`config.mk`:
```
export PLATFORM = sky130hd
export DESIGN_NAME = bridge_controller_flat
export DESIGN_NICKNAME = d
export VERILOG_FILES = /design/src/rtl/bridge_pkg.sv /design/src/rtl/bridge_if.sv /design/src/rtl/bridge_timer.sv /design/src/rtl/bridge_controller.sv /design/src/flat_wrapper.sv
export SDC_FILE = /design/constraint.sdc
export NUM_CORES = 1
export LEC_CHECK = 0
export CORE_MARGIN = 1
export CORE_UTILIZATION = 35
export DETAILED_ROUTE_END_ITERATION = 16
export PLACE_DENSITY = 0.58
export RECOVER_POWER = 50
export REMOVE_ABC_BUFFERS = 1
export SYNTH_ARGS = -nofsm -noshare
export SYNTH_HDL_FRONTEND = slang
export SYNTH_SLANG_ARGS = --single-unit
```
`constraint.sdc`:
```
create_clock -name Clk -period 2.3 [get_ports Clk]
set_input_delay 0.345 -clock Clk [delete_from_list [all_inputs] [get_ports Clk]]
set_output_delay 0.345 -clock Clk [all_outputs]
set_load 0.005 [all_outputs]
```
`src/rtl/bridge_pkg.sv`:
```
// Shared types for the drawbridge sequencer: FSM state codes and road-light encodings.
package bridge_pkg;

  typedef enum logic [2:0] {
    ROAD_OPEN = 3'd0,
    WARN      = 3'd1,
    CLOSE     = 3'd2,
    RAISE     = 3'd3,
    OPEN      = 3'd4,
    LOWER     = 3'd5
  } state_e;

  localparam logic [1:0] LIGHT_GREEN  = 2'b00;
  localparam logic [1:0] LIGHT_YELLOW = 2'b01;
  localparam logic [1:0] LIGHT_RED    = 2'b10;

endpackage

```
`src/rtl/bridge_if.sv`:
```
// Boat/car inputs and light/gate/motor outputs of the drawbridge sequencer.
// slave = sequencer side, master = environment (sensors and actuators) side.
interface bridge_if;
  logic       BoatReq;
  logic       ExistCar;
  logic [1:0] CarLight;
  logic       GateClosed;
  logic       MotorUp;
  logic       MotorDown;
  logic       BoatGo;
  logic       Busy;
  logic       Fault;

  modport slave (
    input  BoatReq, ExistCar,
    output CarLight, GateClosed, MotorUp, MotorDown, BoatGo, Busy, Fault
  );

  modport master (
    output BoatReq, ExistCar,
    input  CarLight, GateClosed, MotorUp, MotorDown, BoatGo, Busy, Fault
  );
endinterface

```
`src/rtl/bridge_timer.sv`:
```
// Loadable down-counter shared by all timed sequencer states; holds at zero.
module bridge_timer #(
  parameter int TW = 8
) (
  input  logic          clk_i,
  input  logic          rst_i,
  input  logic          load_i,
  input  logic [TW-1:0] load_val_i,
  output logic          zero_o
);

  logic [TW-1:0] cnt_q, cnt_d;

  always_comb begin
    cnt_d = cnt_q;
    if (load_i) begin
      cnt_d = load_val_i;
    end else if (cnt_q != '0) begin
      cnt_d = cnt_q - 1'b1;
    end
  end

  always_ff @(posedge clk_i) begin
    if (rst_i) begin
      cnt_q <= '0;
    end else begin
      cnt_q <= cnt_d;
    end
  end

  assign zero_o = (cnt_q == '0);

endmodule

```
`src/rtl/bridge_controller.sv`:
```
// Drawbridge sequencer: road light, gate, bridge motor and boat light from BoatReq/ExistCar.
// Optional build macro BRIDGE_CLEAR_TIMEOUT_EN aborts CLOSE back to ROAD_OPEN on a stuck deck.
module bridge_controller
  import bridge_pkg::*;
#(
  parameter int WARN_TICKS     = 4,
  parameter int MOVE_TICKS     = 8,
  parameter int OPEN_MIN_TICKS = 6,
  parameter int CLEAR_TIMEOUT  = 32,
  parameter int TW             = 8
) (
  input  logic     Clk,
  input  logic     Reset,
  bridge_if.slave  bus
);

  localparam logic [2:0] S_ROAD_OPEN = ROAD_OPEN;
  localparam logic [2:0] S_WARN      = WARN;
  localparam logic [2:0] S_CLOSE     = CLOSE;
  localparam logic [2:0] S_RAISE     = RAISE;
  localparam logic [2:0] S_OPEN      = OPEN;
  localparam logic [2:0] S_LOWER     = LOWER;

  // Timer loads N-1 on entry so a state with duration N is held exactly N cycles.
  localparam logic [TW-1:0] WARN_LD = TW'(WARN_TICKS - 1);
  localparam logic [TW-1:0] MOVE_LD = TW'(MOVE_TICKS - 1);
  localparam logic [TW-1:0] OPEN_LD = TW'(OPEN_MIN_TICKS - 1);

  localparam bit PARAMS_OK = (WARN_TICKS >= 1) && (MOVE_TICKS >= 1) && (OPEN_MIN_TICKS >= 1) &&
                             (CLEAR_TIMEOUT >= 1) &&
                             (WARN_TICKS < 2**TW) && (MOVE_TICKS < 2**TW) &&
                             (OPEN_MIN_TICKS < 2**TW) && (CLEAR_TIMEOUT < 2**TW);

  if (!PARAMS_OK) begin : g_param_check
    $error("bridge_controller: tick parameters must be >= 1 and < 2**TW");
  end

  logic [2:0]    state_q, state_d;
  logic          tmr_load;
  logic [TW-1:0] tmr_val;
  logic          tmr_zero;
  logic          req_blocked;

  logic [1:0] light_q, light_d;
  logic       gate_q, gate_d;
  logic       up_q, up_d;
  logic       down_q, down_d;
  logic       go_q, go_d;
  logic       busy_q, busy_d;

`ifdef BRIDGE_CLEAR_TIMEOUT_EN
  localparam logic [TW-1:0] CLEAR_LD = TW'(CLEAR_TIMEOUT - 1);
  logic fault_q, fault_d;
`endif

  bridge_timer #(
    .TW(TW)
  ) u_timer (
    .clk_i      (Clk),
    .rst_i      (Reset),
    .load_i     (tmr_load),
    .load_val_i (tmr_val),
    .zero_o     (tmr_zero)
  );

  always_comb begin
    state_d  = state_q;
    tmr_load = 1'b0;
    tmr_val  = '0;
`ifdef BRIDGE_CLEAR_TIMEOUT_EN
    fault_d  = 1'b0;
`endif
    case (state_q)
      S_ROAD_OPEN: begin
        if (bus.BoatReq && !req_blocked) begin
          state_d  = S_WARN;
          tmr_load = 1'b1;
          tmr_val  = WARN_LD;
        end
      end
      S_WARN: begin
        if (tmr_zero) begin
          state_d  = S_CLOSE;
`ifdef BRIDGE_CLEAR_TIMEOUT_EN
          tmr_load = 1'b1;
          tmr_val  = CLEAR_LD;
`endif
        end
      end
      S_CLOSE: begin
        // A clear deck on the expiry cycle still wins over the timeout.
        if (!bus.ExistCar) begin
          state_d  = S_RAISE;
          tmr_load = 1'b1;
          tmr_val  = MOVE_LD;
        end
`ifdef BRIDGE_CLEAR_TIMEOUT_EN
        else if (tmr_zero) begin
          state_d = S_ROAD_OPEN;
          fault_d = 1'b1;
        end
`endif
      end
      S_RAISE: begin
        if (tmr_zero) begin
          state_d  = S_OPEN;
          tmr_load = 1'b1;
          tmr_val  = OPEN_LD;
        end
      end
      S_OPEN: begin
        if (tmr_zero && !bus.BoatReq) begin
          state_d  = S_LOWER;
          tmr_load = 1'b1;
          tmr_val  = MOVE_LD;
        end
      end
      S_LOWER: begin
        if (tmr_zero) begin
          state_d = S_ROAD_OPEN;
        end
      end
      default: state_d = S_ROAD_OPEN;
    endcase
  end

  // Outputs are decoded from the next state and registered, so they track state_q exactly.
  always_comb begin
    light_d = LIGHT_RED;
    gate_d  = 1'b1;
    up_d    = 1'b0;
    down_d  = 1'b0;
    go_d    = 1'b0;
    busy_d  = 1'b1;
    case (state_d)
      S_ROAD_OPEN: begin
        light_d = LIGHT_GREEN;
        gate_d  = 1'b0;
        busy_d  = 1'b0;
      end
      S_WARN: begin
        light_d = LIGHT_YELLOW;
        gate_d  = 1'b0;
      end
      S_RAISE: up_d   = 1'b1;
      S_OPEN:  go_d   = 1'b1;
      S_LOWER: down_d = 1'b1;
      default: ;
    endcase
  end

  always_ff @(posedge Clk) begin
    if (Reset) begin
      state_q <= S_ROAD_OPEN;
      light_q <= LIGHT_GREEN;
      gate_q  <= 1'b0;
      up_q    <= 1'b0;
      down_q  <= 1'b0;
      go_q    <= 1'b0;
      busy_q  <= 1'b0;
    end else begin
      state_q <= state_d;
      light_q <= light_d;
      gate_q  <= gate_d;
      up_q    <= up_d;
      down_q  <= down_d;
      go_q    <= go_d;
      busy_q  <= busy_d;
    end
  end

`ifdef BRIDGE_CLEAR_TIMEOUT_EN
  always_ff @(posedge Clk) begin
    if (Reset) begin
      fault_q <= 1'b0;
    end else begin
      fault_q <= fault_d;
    end
  end

  // The fault cycle doubles as the one-cycle lockout of a fresh boat request.
  assign req_blocked = fault_q;
  assign bus.Fault   = fault_q;
`else
  assign req_blocked = 1'b0;
  assign bus.Fault   = 1'b0;
`endif

  assign bus.CarLight   = light_q;
  assign bus.GateClosed = gate_q;
  assign bus.MotorUp    = up_q;
  assign bus.MotorDown  = down_q;
  assign bus.BoatGo     = go_q;
  assign bus.Busy       = busy_q;

endmodule

```
`src/flat_wrapper.sv`:
```
// flat-port wrapper written by rule: the top's interface ports become plain ports
module bridge_controller_flat import bridge_pkg::*;
#(
  parameter int WARN_TICKS     = 4,
  parameter int MOVE_TICKS     = 8,
  parameter int OPEN_MIN_TICKS = 6,
  parameter int CLEAR_TIMEOUT  = 32,
  parameter int TW             = 8
)
  (Clk, Reset, bus_BoatReq, bus_ExistCar, bus_CarLight, bus_GateClosed, bus_MotorUp, bus_MotorDown, bus_BoatGo, bus_Busy, bus_Fault);
  bridge_if bus_i ();
  input  logic Clk;
  input  logic Reset;
  input wire logic [$bits(bus_i.BoatReq)-1:0] bus_BoatReq;
  input wire logic [$bits(bus_i.ExistCar)-1:0] bus_ExistCar;
  output wire logic [$bits(bus_i.CarLight)-1:0] bus_CarLight;
  output wire logic [$bits(bus_i.GateClosed)-1:0] bus_GateClosed;
  output wire logic [$bits(bus_i.MotorUp)-1:0] bus_MotorUp;
  output wire logic [$bits(bus_i.MotorDown)-1:0] bus_MotorDown;
  output wire logic [$bits(bus_i.BoatGo)-1:0] bus_BoatGo;
  output wire logic [$bits(bus_i.Busy)-1:0] bus_Busy;
  output wire logic [$bits(bus_i.Fault)-1:0] bus_Fault;
  assign bus_i.BoatReq = bus_BoatReq;
  assign bus_i.ExistCar = bus_ExistCar;
  assign bus_CarLight = bus_i.CarLight;
  assign bus_GateClosed = bus_i.GateClosed;
  assign bus_MotorUp = bus_i.MotorUp;
  assign bus_MotorDown = bus_i.MotorDown;
  assign bus_BoatGo = bus_i.BoatGo;
  assign bus_Busy = bus_i.Busy;
  assign bus_Fault = bus_i.Fault;
  bridge_controller #(.WARN_TICKS(WARN_TICKS), .MOVE_TICKS(MOVE_TICKS), .OPEN_MIN_TICKS(OPEN_MIN_TICKS), .CLEAR_TIMEOUT(CLEAR_TIMEOUT), .TW(TW)) u_core (.Clk(Clk), .Reset(Reset), .bus(bus_i));
endmodule
```
==> metrics.cfg, run 1 <==
[place]
place_ws_ps = 268
io_buffers = 10
place_hpwl_um = 1620
gp_congestion = 0.823
placement.cell_area_sq_um = 1050

[sta]
hold_slack_ps = 511
finalHoldViolations = 0
final_max_slew_viol_count = 0
clock_skew_ps = 3.89
tightest_slew_ps = 507
setup_viol_count_final = 0
setup_tns_ps = 0
setup_ws_ps = 414
min_period_ps = 1890
rsz0062_at_grt = false
fin_crit_sh_pct = 82.0
slew_headroom_pct = 66.1
fmax_mhz = 530

[route]
postRouteAntennaNets = 0
avgRoutedWirePerCell_um = 14.9
dr.pass1.iters = 4
routed_wl_um = 2200
drtIter0Drc = 20
drc = 0
avgViaCountPerCell = 5.90
routed-via-count = 873

[final_layout]
antenna_cells = 0
postLayoutCellArea_sq_um = 1080
fillers = 255
area_delta_synth_final_pct = 15.8
drive_above_1_share_pct = 10.2
fin_nets = 124

[yosys]
synthFlopType = dfxtp_1
yosysTopAreaCell = dfxtp_1
yosys-top-cells-area = dfxtp_1 (37%), o21ai_0 (3.8%), nor2b_1 (3.4%)
yosysUniqueCellTypes = 40
synth_area_sq_um = 932
syn-mean-instance-area_sq_um = 8.63
synthCells = 108
yosysMostFrequentCell = dfxtp_1
ys_seq_area_share_pct = 36.5
synth_enable_flop_cells = 0
ys_ff_latch = 17
yosys.area.top_type_share_pct = 36.5
synth_common_cells = dfxtp_1 (17), o21ai_0 (7), nand2_1 (6)
ys_warn_count = 0
synthArstFlopShare_pct = 0

[critical_path]
critPathKind = reg -> reg
slowest_delay_ps = 530
cp_data_required_time_ps = 2450
path_cells = inv_1 > ha_1 > or4b_1 > nor2_1 > a2111oi_0
start_kind = flop
slowest_stage = or4b_1
cp-end-kind = flop
cp_max_fo = 6
critical_path_arrival_ps = 2040

[clock_tree]
h-tree-depth = 1
postCtsSetupBuffers = 0
cts_resized = 0
clock_latency_ps = 290
ctsLongestPathBuffers = 2
cts_hold_buf = 0
clock-sinks = 17
cts_root_buf = clkbuf_4
cts_tree = yes
path_clk_slew_ps = 100
cts_buffers = 3

[die]
core_area_sq_um = 2500
placement_rows = 18
fp.dieArea_sq_um = 2870
dieHeight_um = 53.6
start_util_pct = 37.3
ios = 12
die_x_um = 53.6

[global_route]
grt_pass1_wl_um = 3720
grt_max_degree = 17
grt_pass1_vias = 828
grt_overflow = 0
antenna_found_initial = 0
grt_use_total_pct = 18.0

[pwr]
p_leak_nw = 0.406
p_total_mw = 1.20
p_per_area_nw_per_um2 = 1110
vdd_drop_max_mv = 0.623

[run_status]
status = finished, final reports clean

[flow_run]
maxCapViolations = 0

[hold_path]
hold_class = reg -> reg

flip-flops by register name (all words and copies together) (netlist names):
signal / cells
u_core.u_timer.cnt_q: 8
u_core.state_q: 3
u_core.bus.MotorDown: 1
u_core.bus.BoatGo: 1
u_core.bus.GateClosed: 1
u_core.bus.MotorUp: 1
u_core.bus.CarLight: 1
u_core.bus.Busy: 1
report_power, final:
part           total [mW]  switching, mW  internal, mW
combinational       0.579          0.334         0.245
sequential          0.459         0.0950         0.364
clock               0.161         0.0936        0.0674
total                1.20          0.523         0.676
layout make-up:
cell class,instances,area [sq um],area share [%]
Clock buffer,4,26.3,2.43
Inverter,5,18.8,1.74
Multi-Input combinational cell,80,542,50.2
Sequential cell,17,340,31.5
Tap cell,30,37.5,3.48
Timing Repair Buffer,12,115,10.7
critical path: cells and delay by family (launching register included):
| family | cells | cell delay (ps) |
|---|---|---|
| flops | 1 | 340 |
| compound gates | 1 | 190 |
| fa+ha+maj | 1 | 220 |
| buf+inv | 1 | 80 |
| simple gates | 2 | 920 |
cell families after synthesis:
kind of cell	Yosys count	synth area share, %
DFF	17	36.5
and+or+nand+nor	43	29.4
adders and majority gates	1	1.34
buffers and inverters	11	5.37
AOI/OAI and AO/OA	35	27.0
other	1	0.402
per-stage QoR:
step | instances | utilization (%)
floorplan | 102 | -
global placement | 144 | 42.1
detailed placement | 144 | 42.1
CTS | 148 | 43.2
global route | 148 | 43.2
finish | 148 | 43.2
cell usage in the layout (no fill, tap or decap), types with 2 or more instances in the layout:
master	instances
a21oi_1	4
a31oi_1	3
a2111oi_0	2
or4_1	3
o21ai_0	7
nand4_1	2
or2_2	3
nand3_1	2
a211oi_1	3
dfxtp_1	17
nand2b_1	4
inv_1	5
clkdlybuf4s50_1	3
a221oi_1	3
buf_4	2
nand2_1	6
nor2b_1	5
or3_1	3
nor2_1	5
nor4b_2	2
o41ai_1	2
o31ai_1	4
dlygate4sd3_1	7
clkbuf_4	3
layer usage:
layer  track usage, %  part of all wire [%]  vias to the layer above
met5                0                     0                        -
met4             6.14                  0.77                        0
met3             3.39                   2.2                        4
met2             29.4                    47                       11
met1             23.5                    50                      423
li1                 -                     -                      435
worst paths after layout:
kind | startpoint | to | slack (ps) | cells after the start
worst max-delay path | u_core.u_timer.cnt_q[0] | u_core.bus.CarLight[0] | 410 | 5
worst min-delay path | u_core.u_timer.cnt_q[5] | u_core.u_timer.cnt_q[5] | 510 | 2
worst max register to register | u_core.u_timer.cnt_q[0] | u_core.bus.CarLight[0] | 410 | 5
worst min register to register | u_core.u_timer.cnt_q[5] | u_core.u_timer.cnt_q[5] | 510 | 2
(Power assumes the default switching activity.)
==> run 2, diff against run 1 <==
Settings changed: PLACE_DENSITY 0.58 to 0.6.
Clock period 2.3 ns to 1.6 ns, I/O delays scaled along.
==> metrics.cfg, run 2 (synthesis gave the netlist of run 1 again) <==
[global_route]
groute.layer.met1.usage_pct = 29.0  ; was 23.5%
use_met2_pct = 34.0  ; was 29.4%
grt_use_total_pct = 21.7  ; was 18.0%
grt_max_degree = 13  ; was 17
met3_usage_pct = 2.82  ; was 3.39%
top_usage_layer = met2  ; unchanged
grt_pass1_vias = 935  ; was 828
grt_overflow = 0  ; unchanged
antenna_found_initial = 0  ; unchanged
grt_pass1_wl_um = 4370  ; was 3720 um

[critical_path]
critical_path_arrival_ps = 1850  ; was 2040 ps
reg2reg_from = u_core.u_timer.cnt_q[0]  ; unchanged
r2r_slack_ps = -40  ; was 410 ps
cp_max_fo = 2  ; was 6
reg2reg_depth = 4  ; was 5
cp-end-kind = flop  ; unchanged
r2r_end = u_core.u_timer.cnt_q[7]  ; was u_core.bus.CarLight[0]
cp_data_required_time_ps = 1820  ; was 2450 ps
critPathKind = reg -> reg  ; unchanged
start_kind = flop  ; unchanged

[run_status]
violations = setup timing
status = complete, but fails checks  ; was finished, final reports clean

[die]
dieHeight_um = 53.6  ; unchanged
start_util_pct = 37.3  ; unchanged
core_area_sq_um = 2500  ; unchanged
placement_rows = 18  ; unchanged
die_x_um = 53.6  ; unchanged
ios = 12  ; unchanged
fp.dieArea_sq_um = 2870  ; unchanged

[route]
avgRoutedWirePerCell_um = 15.0  ; was 14.9 um
routed-via-count = 978  ; was 873
dr.pass1.iters = 4  ; unchanged
drc = 0  ; unchanged
postRouteAntennaNets = 0  ; unchanged
avgViaCountPerCell = 5.75  ; was 5.90
routed_wl_um = 2550  ; was 2200 um
drtIter0Drc = 32  ; was 20

[final_layout]
multiInputGateArea_sq_um = 628  ; was 542 sq um
fin_cells = 170  ; was 148
top_regs = u_core.u_timer.cnt_q x8, u_core.state_q x3  ; unchanged
layout_commonest_cell = buf_4  ; was dfxtp_1
fin_nets = 146  ; was 124
largest_reg_flops = 8  ; unchanged
antenna_cells = 0  ; unchanged
regArea_sq_um = 343  ; was 340 sq um
drive_above_1_share_pct = 35.7  ; was 10.2%
fin_util_pct = 53.5  ; was 43.2%
area_delta_synth_final_pct = 43.5  ; was 15.8%
fillers = 240  ; was 255
regMostFlops = u_core.u_timer.cnt_q  ; unchanged
final_cell_mix = buf_4 (23), dfxtp_1 (15), nand2_1 (6), dlygate4sd3_1 (6)  ; was dfxtp_1 (17), o21ai_0 (7), dlygate4sd3_1 (7)

[clock_tree]
cts_buffers = 3  ; unchanged
cts_tree = yes  ; unchanged
clock-sinks = 17  ; unchanged
cts_root_buf = clkbuf_4  ; unchanged
h-tree-depth = 1  ; unchanged
cts_hold_buf = 0  ; unchanged
path_clk_slew_ps = 90  ; was 100 ps
clock_latency_ps = 290  ; about the same
ctsLongestPathBuffers = 2  ; unchanged

[pwr]
p_total_mw = 2.31  ; was 1.20 mW
p_per_area_nw_per_um2 = 1730  ; was 1110 nW/um^2
p_leak_nw = 0.539  ; was 0.406 nW
vdd_drop_max_mv = 1.12  ; was 0.623 mV

[place]
place_hpwl_um = 1860  ; was 1620 um
gp_congestion = 0.845  ; was 0.823
io_buffers = 10  ; unchanged
dpl.cell_count = 165  ; was 144

[sta]
setup_ws_ps = -36.3  ; was 414 ps
final_max_slew_viol_count = 0  ; unchanged
fin_crit_sh_pct = 102  ; was 82.0%
min_period_ps = 1640  ; was 1890 ps
finalHoldViolations = 0  ; unchanged
setup_viol_count_final = 5  ; was 0
clock_skew_ps = 1.08  ; was 3.89 ps
fmax_mhz = 611  ; was 530 MHz
setup_tns_ps = -100  ; was 0 ps
rsz0062_at_grt = true  ; was false

[hold_path]
hold_class = reg -> reg  ; unchanged
hold_start = u_core.u_timer.cnt_q[5]  ; unchanged
worst_hold_path.endpoint = u_core.u_timer.cnt_q[5]  ; unchanged
hold_depth = 2  ; unchanged

[flow_run]
maxCapViolations = 0  ; unchanged

-- run 2: cell count changes in the layout (fill, tap and decap cells not counted), sizes merged --
cell           before  now
buf                 2   24
clkdlybuf4s50       3    4
dlygate4sd3         7    6
-- run 2: cell type report --
| type | instances | share of cell area, % |
|---|---|---|
| Tap cell | 30 | 2.81 |
| Timing Repair Buffer | 34 | 21.2 |
| Clock buffer | 4 | 1.96 |
| Inverter | 5 | 1.40 |
| Multi-Input combinational cell | 80 | 47.0 |
| Sequential cell | 17 | 25.6 |
-- run 2: critical path, cell delays in order, from the launching register on --
cell	delay, ps
dfxtp_2	330
buf_6	110
or4_4	500
or4_4	420
a221oi_2	200
-- run 2: repair_timing --
item	CTS	global route
endpoints found under the setup margin	11	11
pin swaps	0	2
resized for setup	12	10
buffers inserted	1	0
-- run 2: how the worst max path moves through the flow --
stage / startpoint / to / depth (start not counted)
2_1_floorplan: u_core.u_timer.cnt_q[3] / u_core.u_timer.cnt_q[7] / 3
3_3_place_gp: bus_BoatReq / u_core.u_timer.cnt_q[2] / 5
3_5_place_dp: bus_BoatReq / u_core.bus.MotorDown / 4
4_1_cts: u_core.u_timer.cnt_q[0] / u_core.u_timer.cnt_q[7] / 4
5_1_grt: u_core.u_timer.cnt_q[0] / u_core.u_timer.cnt_q[7] / 4
6_report: u_core.u_timer.cnt_q[0] / u_core.u_timer.cnt_q[7] / 4
-- run 2: layer usage --
| metal | up-vias | share of wire [%] |
|---|---|---|
| met5 | - | 0 |
| met2 | 28 | 50 |
| li1 | 479 | - |
| met3 | 6 | 3.1 |
| met4 | 0 | 2.6 |
| met1 | 465 | 44 |
-- run 2: per-stage QoR --
stage / cell area [sq um] / hold WS, ps / worst slack (ps)
2_1_floorplan: 901 / 309 / -56.4
3_3_place_gp: 1210 / 494 / -143
3_5_place_dp: 1210 / 500 / -127
4_1_cts: 1290 / 517 / -55.6
5_1_grt: 1340 / 536 / -85.8
6_report: 1340 / 515 / -36.3
-- run 2: where the power goes --
part | switching [mW] | internal [mW] | total (mW)
registers | 0.0987 | 0.526 | 0.625
logic | 0.706 | 0.749 | 1.46
clock network | 0.135 | 0.0971 | 0.232
total | 0.940 | 1.37 | 2.31
